===== src/rtl/uart_echo_host_if.sv =====
// Handshake and line signals between the echo host and its user/line environment.
// The slave modport is the host block; the master modport is whoever drives
// requests and the device transmit line (controller or bench).
interface uart_echo_host_if;
  logic       parity_mode;
  logic       start;
  logic [7:0] tx_byte;
  logic       uart_tx;
  logic       uart_rx;
  logic       busy;
  logic       done;
  logic [7:0] rx_byte;
  logic       match;
  logic       err_parity;
  logic       err_frame;
  logic       err_timeout;

  modport master (
    output parity_mode, start, tx_byte, uart_rx,
    input  uart_tx, busy, done, rx_byte, match, err_parity, err_frame, err_timeout
  );

  modport slave (
    input  parity_mode, start, tx_byte, uart_rx,
    output uart_tx, busy, done, rx_byte, match, err_parity, err_frame, err_timeout
  );
endinterface


===== src/rtl/uart_echo_host.sv =====
// UART echo host: sends one 11-bit frame (start, 8 data LSB first, parity, stop), then checks the echo.
// Latency: start bit on the line one cycle after acceptance; done one cycle after echo stop mid-sample or timeout.
// Backpressure: start is accepted only while busy is low; requests while busy are dropped, never queued.
module uart_echo_host #(
  parameter int CLK_FREQ     = 50_000_000,
  parameter int BAUD_RATE    = 9600,
  parameter int TIMEOUT_BITS = 20
) (
  input logic              clk,
  input logic              rstn,
  uart_echo_host_if.slave  bus
);
  localparam int CPB = CLK_FREQ / BAUD_RATE;
  localparam int TMO = TIMEOUT_BITS * CPB;
  localparam int CW  = $clog2(CPB + 1);
  localparam int TW  = $clog2(TMO + 1);

  typedef enum logic [1:0] {S_IDLE, S_SEND, S_WAIT} state_t;

  state_t        state_q, state_d;
  logic [CW-1:0] tcnt_q, tcnt_d;
  logic [3:0]    tbit_q, tbit_d;
  logic [10:0]   frame_q, frame_d;
  logic          tx_q, tx_d;
  logic          mode_q, mode_d;
  logic [7:0]    txb_q, txb_d;
  logic [TW-1:0] wcnt_q, wcnt_d;
  logic          pend_q, pend_d;
  logic          busy_q, busy_d;
  logic          done_q, done_d;
  logic [7:0]    rxb_q, rxb_d;
  logic          match_q, match_d;
  logic          ep_q, ep_d;
  logic          ef_q, ef_d;
  logic          et_q, et_d;
  // receiver
  logic          rx_s1_q, rx_s2_q, rx_prev_q;
  logic          ract_q, ract_d;
  logic [CW-1:0] rcnt_q, rcnt_d;
  logic [3:0]    rbit_q, rbit_d;
  logic [7:0]    rsh_q, rsh_d;
  logic          rpar_q, rpar_d;
  logic          rstop_q, rstop_d;

  logic rx_hit, rx_fin, stop_bit, pe, fe, res_match;

  // Two-flop synchronizer on the asynchronous line plus one delayed copy for edge detection.
  always_ff @(posedge clk or negedge rstn) begin
    if (!rstn) begin
      rx_s1_q   <= 1'b1;
      rx_s2_q   <= 1'b1;
      rx_prev_q <= 1'b1;
    end else begin
      rx_s1_q   <= bus.uart_rx;
      rx_s2_q   <= rx_s1_q;
      rx_prev_q <= rx_s2_q;
    end
  end

  // Next-state for the controller and receiver; the receiver freezes once a frame is held pending.
  always_comb begin
    state_d = state_q;  tcnt_d = tcnt_q;  tbit_d = tbit_q;  frame_d = frame_q;
    tx_d = tx_q;        mode_d = mode_q;  txb_d = txb_q;    wcnt_d = wcnt_q;
    pend_d = pend_q;    busy_d = busy_q;  done_d = 1'b0;    rxb_d = rxb_q;
    match_d = match_q;  ep_d = ep_q;      ef_d = ef_q;      et_d = et_q;
    ract_d = ract_q;    rcnt_d = rcnt_q;  rbit_d = rbit_q;  rsh_d = rsh_q;
    rpar_d = rpar_q;    rstop_d = rstop_q;

    // Mid-start check at half a bit, then one sample per bit period.
    rx_hit    = ract_q && (rcnt_q == ((rbit_q == 4'd0) ? CW'(CPB / 2) : CW'(CPB)));
    rx_fin    = rx_hit && (rbit_q == 4'd10);
    stop_bit  = rx_fin ? rx_s2_q : rstop_q;
    pe        = (^{rsh_q, rpar_q}) != mode_q;
    fe        = ~stop_bit;
    res_match = (rsh_q == txb_q) && !pe && !fe;

    if (state_q == S_IDLE || pend_q) begin
      ract_d = 1'b0;
    end else if (!ract_q) begin
      if (rx_prev_q && !rx_s2_q) begin
        ract_d = 1'b1;
        rcnt_d = CW'(1);
        rbit_d = 4'd0;
      end
    end else if (rx_hit) begin
      rcnt_d = CW'(1);
      rbit_d = rbit_q + 4'd1;
      case (rbit_q)
        4'd0:    if (rx_s2_q) ract_d = 1'b0;  // false start, resume hunting
        4'd9:    rpar_d = rx_s2_q;
        4'd10: begin
          rstop_d = rx_s2_q;
          ract_d  = 1'b0;
        end
        default: rsh_d = {rx_s2_q, rsh_q[7:1]};
      endcase
    end else begin
      rcnt_d = rcnt_q + CW'(1);
    end

    case (state_q)
      S_IDLE: begin
        if (bus.start) begin
          state_d = S_SEND;
          frame_d = {1'b1, (^bus.tx_byte) ^ bus.parity_mode, bus.tx_byte, 1'b0};
          tx_d    = 1'b0;
          tcnt_d  = '0;
          tbit_d  = 4'd0;
          mode_d  = bus.parity_mode;
          txb_d   = bus.tx_byte;
          busy_d  = 1'b1;
          pend_d  = 1'b0;
          match_d = 1'b0;
          ep_d    = 1'b0;
          ef_d    = 1'b0;
          et_d    = 1'b0;
        end
      end
      S_SEND: begin
        if (rx_fin) pend_d = 1'b1;
        if (tcnt_q == CW'(CPB - 1)) begin
          tcnt_d = '0;
          if (tbit_q == 4'd10) begin
            tx_d   = 1'b1;
            wcnt_d = '0;
            // An echo already captured during SEND completes right here instead of dwelling in WAIT.
            if (pend_q || rx_fin) begin
              state_d = S_IDLE;
              done_d  = 1'b1;
              busy_d  = 1'b0;
              rxb_d   = rsh_q;
              ep_d    = pe;
              ef_d    = fe;
              match_d = res_match;
            end else begin
              state_d = S_WAIT;
            end
          end else begin
            tbit_d = tbit_q + 4'd1;
            tx_d   = frame_q[tbit_q + 4'd1];
          end
        end else begin
          tcnt_d = tcnt_q + CW'(1);
        end
      end
      S_WAIT: begin
        if (rx_fin) begin
          state_d = S_IDLE;
          done_d  = 1'b1;
          busy_d  = 1'b0;
          rxb_d   = rsh_q;
          ep_d    = pe;
          ef_d    = fe;
          match_d = res_match;
        end else if (wcnt_q == TW'(TMO - 1)) begin
          state_d = S_IDLE;
          done_d  = 1'b1;
          busy_d  = 1'b0;
          et_d    = 1'b1;
        end else begin
          wcnt_d = wcnt_q + TW'(1);
        end
      end
      default: state_d = S_IDLE;
    endcase
  end

  // State and registered outputs; reset drops the line high and abandons any transaction.
  always_ff @(posedge clk or negedge rstn) begin
    if (!rstn) begin
      state_q <= S_IDLE;  tcnt_q <= '0;     tbit_q <= 4'd0;   frame_q <= '0;
      tx_q    <= 1'b1;    mode_q <= 1'b0;   txb_q  <= 8'h00;  wcnt_q  <= '0;
      pend_q  <= 1'b0;    busy_q <= 1'b0;   done_q <= 1'b0;   rxb_q   <= 8'h00;
      match_q <= 1'b0;    ep_q   <= 1'b0;   ef_q   <= 1'b0;   et_q    <= 1'b0;
      ract_q  <= 1'b0;    rcnt_q <= '0;     rbit_q <= 4'd0;   rsh_q   <= 8'h00;
      rpar_q  <= 1'b0;    rstop_q <= 1'b1;
    end else begin
      state_q <= state_d; tcnt_q <= tcnt_d; tbit_q <= tbit_d; frame_q <= frame_d;
      tx_q    <= tx_d;    mode_q <= mode_d; txb_q  <= txb_d;  wcnt_q  <= wcnt_d;
      pend_q  <= pend_d;  busy_q <= busy_d; done_q <= done_d; rxb_q   <= rxb_d;
      match_q <= match_d; ep_q   <= ep_d;   ef_q   <= ef_d;   et_q    <= et_d;
      ract_q  <= ract_d;  rcnt_q <= rcnt_d; rbit_q <= rbit_d; rsh_q   <= rsh_d;
      rpar_q  <= rpar_d;  rstop_q <= rstop_d;
    end
  end

  assign bus.uart_tx     = tx_q;
  assign bus.busy        = busy_q;
  assign bus.done        = done_q;
  assign bus.rx_byte     = rxb_q;
  assign bus.match       = match_q;
  assign bus.err_parity  = ep_q;
  assign bus.err_frame   = ef_q;
  assign bus.err_timeout = et_q;
endmodule


===== src/flat_wrapper.sv =====
// flat-port wrapper written by rule: the top's interface ports become plain ports
module uart_echo_host_flat 
#(
  parameter int CLK_FREQ     = 50_000_000,
  parameter int BAUD_RATE    = 9600,
  parameter int TIMEOUT_BITS = 20
)
  (clk, rstn, bus_parity_mode, bus_start, bus_tx_byte, bus_uart_rx, bus_uart_tx, bus_busy, bus_done, bus_rx_byte, bus_match, bus_err_parity, bus_err_frame, bus_err_timeout);
  uart_echo_host_if bus_i ();
  input logic clk;
  input logic rstn;
  input wire logic [$bits(bus_i.parity_mode)-1:0] bus_parity_mode;
  input wire logic [$bits(bus_i.start)-1:0] bus_start;
  input wire logic [$bits(bus_i.tx_byte)-1:0] bus_tx_byte;
  input wire logic [$bits(bus_i.uart_rx)-1:0] bus_uart_rx;
  output wire logic [$bits(bus_i.uart_tx)-1:0] bus_uart_tx;
  output wire logic [$bits(bus_i.busy)-1:0] bus_busy;
  output wire logic [$bits(bus_i.done)-1:0] bus_done;
  output wire logic [$bits(bus_i.rx_byte)-1:0] bus_rx_byte;
  output wire logic [$bits(bus_i.match)-1:0] bus_match;
  output wire logic [$bits(bus_i.err_parity)-1:0] bus_err_parity;
  output wire logic [$bits(bus_i.err_frame)-1:0] bus_err_frame;
  output wire logic [$bits(bus_i.err_timeout)-1:0] bus_err_timeout;
  assign bus_i.parity_mode = bus_parity_mode;
  assign bus_i.start = bus_start;
  assign bus_i.tx_byte = bus_tx_byte;
  assign bus_i.uart_rx = bus_uart_rx;
  assign bus_uart_tx = bus_i.uart_tx;
  assign bus_busy = bus_i.busy;
  assign bus_done = bus_i.done;
  assign bus_rx_byte = bus_i.rx_byte;
  assign bus_match = bus_i.match;
  assign bus_err_parity = bus_i.err_parity;
  assign bus_err_frame = bus_i.err_frame;
  assign bus_err_timeout = bus_i.err_timeout;
  uart_echo_host #(.CLK_FREQ(CLK_FREQ), .BAUD_RATE(BAUD_RATE), .TIMEOUT_BITS(TIMEOUT_BITS)) u_core (.clk(clk), .rstn(rstn), .bus(bus_i));
endmodule

===== config.mk =====
export PLATFORM = sky130hd
export DESIGN_NAME = uart_echo_host_flat
export DESIGN_NICKNAME = d
export VERILOG_FILES = /design/src/rtl/uart_echo_host_if.sv /design/src/rtl/uart_echo_host.sv /design/src/flat_wrapper.sv
export SDC_FILE = /design/constraint.sdc
export NUM_CORES = 1
export LEC_CHECK = 0
export CORE_ASPECT_RATIO = 0.75
export CORE_MARGIN = 4
export CORE_UTILIZATION = 40
export DETAILED_ROUTE_END_ITERATION = 10
export PLACE_DENSITY = 0.58
export REMOVE_ABC_BUFFERS = 1
export SLEW_MARGIN = 20
export SYNTH_ARGS = -nofsm -noshare
export SYNTH_HDL_FRONTEND = slang
export SYNTH_SLANG_ARGS = --single-unit

===== constraint.sdc =====
create_clock -name clk -period 4.53 [get_ports clk]
set_input_delay 0.6795 -clock clk [delete_from_list [all_inputs] [get_ports clk]]
set_output_delay 0.6795 -clock clk [all_outputs]
set_load 0.02 [all_outputs]

==> summary by stage <==
Status
The flow ran to the end, and the final reports show no timing, DRC or antenna violations.

Layout
The layout net count is 563. The top cell types in the final layout, fill and taps aside, are sky130_fd_sc_hd__dfrtp_1 (89), sky130_fd_sc_hd__nand2_1 (47), sky130_fd_sc_hd__nor2_1 (35), sky130_fd_sc_hd__o21ai_0 (30), sky130_fd_sc_hd__mux2_2 (30). Leaving out fill and tap cells, the most frequent cell in the layout is sky130_fd_sc_hd__dfrtp_1. The count of placed standard cells in the final layout, fillers left out is 708. The post-route standard cell area excluding fillers is 5890 sq um.

The count of fill cells added during filler insertion is 1,181. The sequential cells in the finished layout cover a total of 2360 sq um. Compared with the post-synthesis result, the final layout area differs by 15.0%.

The number of antenna cells inserted is 0. In the final layout, the multi-input gates occupy 2630 sq um. The post-route netlist has 12.9% of its cells at a drive strength greater than 1.

Synth
The count of cell types in the netlist is 71. By area the synthesized netlist is led by sky130_fd_sc_hd__dfrtp_1 (43%), sky130_fd_sc_hd__mux2_2 (6.6%), sky130_fd_sc_hd__nand2_1 (3.4%). The yosys synthesis warning count is 0.

The number of register bits inferred by synthesis is 94. The cell area after technology mapping is 5130 sq um. Summing the sequential cell areas from Yosys gives 46.0% of the chip area. The post-synthesis average cell area is 10.1 sq um.

In the synthesized netlist the async set-or-reset flop fraction comes to 100%. The number of instances in the synthesized netlist is 508. The share of synthesized area in the top cell type comes to 43.4%.

For this run, the leading register cell type out of synthesis is sky130_fd_sc_hd__dfrtp_1. Of all cell types, the one taking the most synthesized area is sky130_fd_sc_hd__dfrtp_1. The number of enable flip-flop cells after synthesis is 0.

Floorplan
Row generation in the floorplan step produced 35 rows. The die span in y is 106 um. The area of the core is 12,400 sq um. The number of placed I/O pins is 28. The x dimension of the die is 139 um. The initial utilization of the core area, before any placement, comes to 41.4%. The die outline area is 14,700 sq um.

Routing
Wires add up to 10,700 um. For this block, the initial DRC count from the detailed router was 223. Before antenna repair, the detailed router went through 4 iterations. The average via count per standard cell is 5.42. The detailed-route DRC error count is 0. The routed layout has 3,840 vias. The average routed wire per standard cell is 15.1 um. The count of nets left with antenna violations once routing finished came out at 0.

Clock network
Hold repair after CTS inserted 0 buffers. The CTS buffer count is 9. Once the clock tree was built, the resizer swapped 0 gates to a different size.

The H-tree was split into 3 levels. The number of sinks handled by clock tree synthesis is 94. The clock reaches the later pin of the worst-skew pair after 340 ps. The buffer depth of the longest clock path is 2. The tree is rooted in a sky130_fd_sc_hd__clkbuf_16.

The clock tree from TritonCTS is yes. Buffers added to address setup during post-CTS repair amount to 0. The clock edge transition at the registers on the reported setup and hold paths is 70 ps.

Global routing
For this run the aggregate overflow at the end of global routing stands at 0. The total routing usage reported by global routing is 15.2%. The number of global-route vias before repair was 3,818. The global-route wire length before repair is 18,700 um. The initial antenna violation count was 0. The pin count of the biggest net entering global routing is 69.

Power
In this run, the clock network consumes 31.1% of the power. The total internal power is 0.00173 W. Dividing total power by cell area gives a power density of 448 nW/um^2. The overall power is 0.00264 W. Summed over all cells, the static leakage comes to 2.48 nW. The power spent charging and discharging nets is 0.000907 W. The share of total power consumed by net switching is 34.4%. The share of power burned in registers is 40.9%. The peak ir drop on the vdd network is 0.213 mV. Per report_power, the combinational group accounts for 28.0% of the total.

STA
The worst max-slew margin expressed relative to the limit is 37.6%. The aggregate negative setup slack is 0 ps. The number of hold violations in the final report was 0. The total count of max-transition violations in the final report was 0.

Setup violations remaining at the end of the flow were counted as 0. The highest achievable clock rate is 338 MHz. The final critical path takes up 65.2% of the cycle. The post-route minimum period is 2960 ps.

Setup repair after global routing left no endpoint under its margin. For the pin with the worst max-slew slack, the measured transition is 936 ps. For the final database, setup skew stands at 7.40 ps.

Setup slack closes at 1570 ps.

Worst hold path
The path class of the tightest hold or removal check is reg -> reg.

Worst setup path
Among cell families on the critical path, the largest total delay comes from simple AND/OR/NAND/NOR gates. STA classifies the critical path endpoint as a flip-flop. The slowest cell on the critical path is sky130_fd_sc_hd__or3b_2. STA puts the critical path data arrival time at 3180 ps.

Counting both buffers and inverters, the worst setup path holds a total of 1. The worst path required time is 4760 ps. The critical path goes through inv_1, ha_1, or3b_2, nor4_1, o21ai_2, nor2_1, o21a_1, mux2_2. The type of element launching the critical path is a flip-flop. The stage delay of the slowest cell on the critical path is 480 ps. The biggest fanout along the worst timing path is 9. The worst setup path is of the reg -> reg kind.

Place
The routability-driven placement congestion ratio is 0.801. The quantity of I/O buffers inserted on ports is 27. The detailed-placement wirelength estimate is 7710 um. The placed instances occupy a cell area of 5570 sq um. The worst slack at placement is 1330 ps. The cell count after placement is 692.

Run
Max-cap violations in this run came to 0.
## area by class of cell
type	count	area share, %
timing repair buffer	29	4.80
clock buffer	9	3.82
multi-input combinational	378	44.6
clock inverter	7	1.61
sequential	94	40.0
tap	166	3.52
inverter	25	1.59
## cell usage after synthesis (3+ instances only)
cell type and instances:
sky130_fd_sc_hd__a211o_1 3, sky130_fd_sc_hd__or3_1 14, sky130_fd_sc_hd__o21ai_0 30, sky130_fd_sc_hd__nand3_1 20, sky130_fd_sc_hd__nor3_1 9, sky130_fd_sc_hd__ha_1 13
sky130_fd_sc_hd__nor4_1 4, sky130_fd_sc_hd__and3_1 4, sky130_fd_sc_hd__nand2_1 47, sky130_fd_sc_hd__or2_2 4, sky130_fd_sc_hd__clkbuf_1 8, sky130_fd_sc_hd__dfstp_2 5
sky130_fd_sc_hd__nand3b_1 3, sky130_fd_sc_hd__xnor2_1 20, sky130_fd_sc_hd__o31ai_1 3, sky130_fd_sc_hd__a31oi_1 8, sky130_fd_sc_hd__mux2i_1 7, sky130_fd_sc_hd__nor2_1 35
sky130_fd_sc_hd__nand4_1 14, sky130_fd_sc_hd__mux2_2 30, sky130_fd_sc_hd__or4_1 7, sky130_fd_sc_hd__dfrtp_1 89, sky130_fd_sc_hd__a21oi_1 24, sky130_fd_sc_hd__xor2_1 20
sky130_fd_sc_hd__o211ai_1 6, sky130_fd_sc_hd__inv_1 25
## power groups by stage
| stage | Clock [W] | Combinational, W | Sequential, W |
|---|---|---|---|
| finish | 0.000819 | 0.000739 | 0.00108 |
| global route | 0.000875 | 0.000839 | 0.00110 |
| CTS | 0.000843 | 0.000744 | 0.00108 |
| detailed placement | 0 | 0.000739 | 0.00109 |
| global placement | 0 | 0.000725 | 0.00109 |
| floorplan | 0 | 0.000536 | 0.00107 |
## final timing paths
path                                               from                              to  slack [ps]  depth (start not counted)
setup / recovery           u_core.rbit_q[0]$_DFFE_PN0P_     u_core.rsh_q[1]$_DFFE_PN0P_        1570                          8
hold / removal                 u_core.rx_s1_q$_DFF_PN1_        u_core.rx_s2_q$_DFF_PN1_         360                          0
setup reg to reg           u_core.rbit_q[0]$_DFFE_PN0P_     u_core.rsh_q[1]$_DFFE_PN0P_        1570                          8
hold reg to reg                u_core.rx_s1_q$_DFF_PN1_        u_core.rx_s2_q$_DFF_PN1_         360                          0
max in group asynchronous                          rstn  u_core.bus.uart_tx$_DFFE_PN1P_        3160                          2
min in group asynchronous                          rstn   u_core.wcnt_q[14]$_DFFE_PN0P_         450                          1
## worst register-to-register path, stage by stage (launching register included)
cell	delay, ps
sky130_fd_sc_hd__dfrtp_1	440
sky130_fd_sc_hd__inv_1	100
sky130_fd_sc_hd__ha_1	190
sky130_fd_sc_hd__or3b_2	480
sky130_fd_sc_hd__nor4_1	420
sky130_fd_sc_hd__o21ai_2	190
sky130_fd_sc_hd__nor2_1	270
sky130_fd_sc_hd__o21a_1	370
sky130_fd_sc_hd__mux2_2	380
## cell families (layout without fill, tap and decap cells)
family / Yosys count / count (layout) / synth area share (%)
compound gates: 104 / 104 / 13.8
xor+xnor: 40 / 40 / 6.83
fa+ha+maj: 13 / 13 / 3.17
buf+inv: 36 / 70 / 2.68
flops: 94 / 94 / 46.0
mux: 37 / 37 / 7.96
simple gates: 184 / 184 / 19.6
## routing by layer
| layer | global-route usage [%] | part of all wire [%] |
|---|---|---|
| met1 | 22.5 | 53 |
| met2 | 22.9 | 44 |
| met3 | 3.33 | 2.8 |
| met5 | 0 | 0 |
| met4 | 3.56 | 0.73 |
## metrics by stage
step                      hold WS, ps  utilization, %
after global routing              365            47.6
final                             358            47.6
after floorplan                   345               -
after global placement            347            45.0
after detailed placement          350            45.0
after CTS                         360            47.6
## flip-flops by register name, indices dropped and copies added (netlist names), 2 cells and up
signal              flops
u_core.frame_q          3
u_core.tbit_q           4
u_core.txb_q            7
u_core.rcnt_q          13
u_core.tcnt_q          13
u_core.rbit_q           4
u_core.bus.rx_byte      8
u_core.state_q          2
u_core.wcnt_q          17
u_core.rsh_q            8
Note: power is estimated with default switching activity, not from simulation.
